--- src/rtl/down_timer.sv ---
// Loadable synchronous down-counter/timer with one-shot and auto-reload modes.
// Emits a registered one-cycle terminal-count pulse when the count expires.
module down_timer #(
  parameter int WIDTH = 4
) (
  input  logic             clk,
  input  logic             rst_n,
  input  logic             load,
  input  logic [WIDTH-1:0] load_val,
  input  logic             en,
  input  logic             auto_reload,
  output logic [WIDTH-1:0] count,
  output logic             tc,
  output logic             zero,
  output logic             busy
);

  typedef enum logic [1:0] {
    IDLE = 2'd0,
    RUN  = 2'd1,
    DONE = 2'd2
  } state_t;

  localparam logic [WIDTH-1:0] ZERO_C = {WIDTH{1'b0}};
  localparam logic [WIDTH-1:0] ONE_C  = {{(WIDTH-1){1'b0}}, 1'b1};

  state_t           state_r, state_s;
  logic [WIDTH-1:0] count_r, count_s;
  logic [WIDTH-1:0] reload_r, reload_s;
  logic             tc_r, tc_s;

  // Next-state, next-count and terminal-count decode; load beats everything but reset.
  always_comb begin
    state_s  = state_r;
    count_s  = count_r;
    reload_s = reload_r;
    tc_s     = 1'b0;
    if (load) begin
      count_s  = load_val;
      reload_s = load_val;
      if (load_val == ZERO_C) begin
        state_s = DONE;
      end else begin
        state_s = RUN;
      end
    end else begin
      case (state_r)
        IDLE: begin
          count_s = ZERO_C;
        end
        RUN: begin
          if (!en) begin
            count_s = count_r;
          end else if (count_r == ONE_C) begin
            // auto_reload only matters here, at the terminal event
            tc_s = 1'b1;
            if (auto_reload) begin
              count_s = reload_r;
            end else begin
              count_s = ZERO_C;
              state_s = DONE;
            end
          end else if (count_r != ZERO_C) begin
            count_s = count_r - ONE_C;
          end else begin
            state_s = DONE;
          end
        end
        DONE: begin
          count_s = ZERO_C;
        end
        default: begin
          state_s = IDLE;
          count_s = ZERO_C;
        end
      endcase
    end
  end

  // State, counter, reload value and tc pulse registers with synchronous reset.
  always_ff @(posedge clk) begin
    if (!rst_n) begin
      state_r  <= IDLE;
      count_r  <= ZERO_C;
      reload_r <= ZERO_C;
      tc_r     <= 1'b0;
    end else begin
      state_r  <= state_s;
      count_r  <= count_s;
      reload_r <= reload_s;
      tc_r     <= tc_s;
    end
  end

  assign count = count_r;
  assign tc    = tc_r;
  assign zero  = (count_r == ZERO_C);
  assign busy  = (state_r == RUN);

endmodule
--- config.mk ---
export PLATFORM = sky130hd
export DESIGN_NAME = down_timer
export DESIGN_NICKNAME = d
export VERILOG_FILES = /design/src/rtl/down_timer.sv
export SDC_FILE = /design/constraint.sdc
export NUM_CORES = 1
export LEC_CHECK = 0
export ABC_AREA = 1
export CAP_MARGIN = 20
export CORE_MARGIN = 2
export CORE_UTILIZATION = 47
export DETAILED_ROUTE_END_ITERATION = 8
export MAX_ROUTING_LAYER = met4
export PLACE_DENSITY = 0.76
export REMOVE_ABC_BUFFERS = 1
export SLEW_MARGIN = 40
export SYNTH_ARGS = -nofsm -noshare
export SYNTH_HDL_FRONTEND = slang
export SYNTH_SLANG_ARGS = --single-unit
--- constraint.sdc ---
create_clock -name clk -period 1.34 [get_ports clk]
set_input_delay 0.335 -clock clk [delete_from_list [all_inputs] [get_ports clk]]
set_output_delay 0.335 -clock clk [all_outputs]
set_load 0.01 [all_outputs]
==> results_dict.tcl <==
set metrics [dict create \
    status "finished with violations" \
    violations "setup timing" \
    worst_setup_path_start_kind "register" \
    powerDensity_nw_per_um2 922.8 \
    irDropWorstVdd_uv 587.3 \
    synth_area_leader_cell "dfxtp_1" \
    utilization_pct 78.42 \
    drcViolationCount 0 \
    synth-simple-area-share_pct 46.92 \
    netlist_top_cells_area "dfxtp_1 32%, nand2_1 17%, nand3_1 9.4%" \
    io_pins 16 \
    fin_crit_sh_pct 109.9 \
    vias 808 \
    critPathSlowestCell "dfxtp_2" \
    netlist.area_leader.share_pct 31.88 \
    layout-area-overhead-vs-synth_pct 51.45 \
    maxCapViolCount 0 \
    path_buf_inv 2 \
    cts_buffers 3 \
    cp_top_family "flip-flops" \
    worst_pin_slew_ns 0.3326 \
    finalCriticalPeriod_ns 1.473 \
    max_freq_ghz 0.6788 \
    die_area_um2 1792 \
    gp_congestion 0.8385 \
    synth_xor_area_share_pct 0 \
    viasPerCell 5.213 \
    max_slew_margin_pct 77.76 \
    antenna_cells 0 \
    synth-seq-cells 11 \
    syn-mean-instance-area_um2 6.516 \
    ys_top_cells_by_count "31 x nand2_1, 13 x nand3_1, 13 x nor2_1, 11 x dfxtp_1, 11 x inv_1" \
    fin_ws_ns -0.1332 \
    drt_first_pass_iters 4 \
    drive_gt1_share_pct 34.29 \
    fin_cells 155 \
    cts.path.max_buffers 2 \
    clkLatencyLatePin_ns 0.27 \
    crit_required_ns 1.00 \
    post_drt_wl_per_cell_um 12.91 \
    p_leak_nw 0.5151 \
    num_rows 13 \
    overflow 0 \
    rsz0062_at_grt "yes" \
    synthFlopType "dfxtp_1" \
    dp_worst_setup_slack_ns -0.2185 \
    antenna_found_initial 0 \
    worstSetupPathType "register to output port" \
    cts_root_buf "clkbuf_4" \
    synthAdderAreaFrac_pct 3.623 \
    synth_compound_area_share_pct 9.058 \
    start_util_pct 51.78 \
    synth_mux_area_share_pct 0 \
    busiest_layer "met2" \
    synth.yosys.warnings 0 \
    end_kind "output port" \
    slowest_delay_ns 0.34 \
    async_reset_ff_share_pct 0 \
    fp.dieW_um 42.34 \
    nets 152 \
    postRouteAntennaNets 0 \
    core_um2 1334 \
    gr-usage-met3_pct 3.879 \
    place_inst 148 \
    hp-class "register to register" \
    path_cells "inv_2 -> ha_4 -> nand2_2 -> nor2_1 -> buf_2" \
    synth.most_common_cell "nand2_1" \
    hold_violations 0 \
    grt_pass1_wl_um 2642 \
    io_buffers 15 \
    slew_violations 0 \
    seq_area_frac_synth_pct 31.88 \
    cts_hold_buf 0 \
    synth-edff-count 0 \
    die_h_um 42.34 \
    grt_max_degree 9 \
    grtUsageTotal_pct 19.71 \
    finalSetupViolations 2 \
    dp_hpwl_um 1275 \
    fin_skew_ns 0.003620 \
    synth_top_family_by_area "simple AND/OR/NAND/NOR gates" \
    grt_pass1_vias 663 \
    crit_arrival_ns 1.14 \
    wirelength_um 2001 \
    tritoncts "yes" \
    grt_use_met2_pct 33.85 \
    netlist_instances 106 \
    clock-sinks 11 \
    drt_iter0_markers 13 \
    fin_tns_setup_ns -0.1347 \
    synth_cell_types 18 \
    gr-usage-met1_pct 22.43 \
    clkTransAtPathRegs_ns 0.08 \
    reg2reg_slack_ns 0 \
    htreeDepth 1 \
    cp_max_fo 2 \
    synth.cell_area_um2 690.7 \
]
[cells by family after synthesis]
family	after synthesis
AND/OR/NAND/NOR	67
buffers and inverters	14
AO/OA/AOI/OAI	12
flip-flops	11
adder cells (fa/ha/maj)	2
[layer usage]
layer	routed length [µm]	vias to the layer above
met2	1076	24
li1	-	402
met3	69	11
met1	809	371
met4	45	0
met5	0	-
[registers in the layout, indices dropped and copies added, names as in the netlist]
register and cells:
count 4, reload_r 4, state_r 2, tc 1
[layout by cell type (no fill, tap or decap)]
cell,synthesis,routed
a21boi_0,1,1
a21oi_1,7,7
buf_2,0,2
buf_4,0,15
clkbuf_1,0,1
clkbuf_2,0,1
clkbuf_4,0,3
clkdlybuf4s15_1,0,1
clkdlybuf4s50_1,0,8
dfxtp_1,11,9
dfxtp_2,0,2
dlygate4sd2_1,0,3
ha_4,0,2
inv_1,11,8
inv_2,1,4
inv_4,0,1
inv_6,1,1
nand2_1,31,29
nand2_2,2,3
nand2_4,3,4
nand3_1,13,12
nand3_2,2,2
nand3_4,0,1
nor2_1,13,10
nor2_2,0,3
nor2_4,2,2
nor3_1,1,1
o21ai_0,1,1
o21ai_1,3,1
o21ai_2,0,2
[tightest hold or removal path, stage by stage, from the launching register on]
cell and delay, ns:
dfxtp_1 0.32, nand2_1 0.06, a21oi_1 0.05
[per-stage QoR]
stage               hold slack [ns]  instance area, µm²  power (mW)
floorplan                    0.4395               690.7      0.5344
global placement             0.4461               949.7      0.6703
detailed placement           0.4505               949.7      0.6760
CTS                          0.4652               975.9      0.8978
global route                 0.5015                1046       1.021
finish                       0.4685                1046      0.9652
[timing repair]
item | CTS | global route
gates cloned | 0 | 0
gates resized for setup | 13 | 23
pin swaps | 0 | 11
endpoints found under the setup margin | 10 | 10
buffers inserted | 0 | 3
[layout make-up]
cell class	instances	area, µm²
clock buffers	4	26.28
repair buffers	30	244.0
well taps	15	18.77
fillers	106	287.8
flip-flops and latches	11	222.7
inverters	14	60.06
multi-input cells	81	474.2
[power breakdown]
group	internal (mW)	switching [mW]
clock	0.115	0.120
combinational	0.170	0.195
sequential	0.350	0.0161
[final timing paths]
kind,cells after the start,end,startpoint
max reg2reg,9,count[2],count[0]
min reg2reg,2,reload_r[3],reload_r[3]
min,2,reload_r[3],reload_r[3]
max,5,zero,count[0]
No activity file was read; power rests on OpenSTA's default activity.
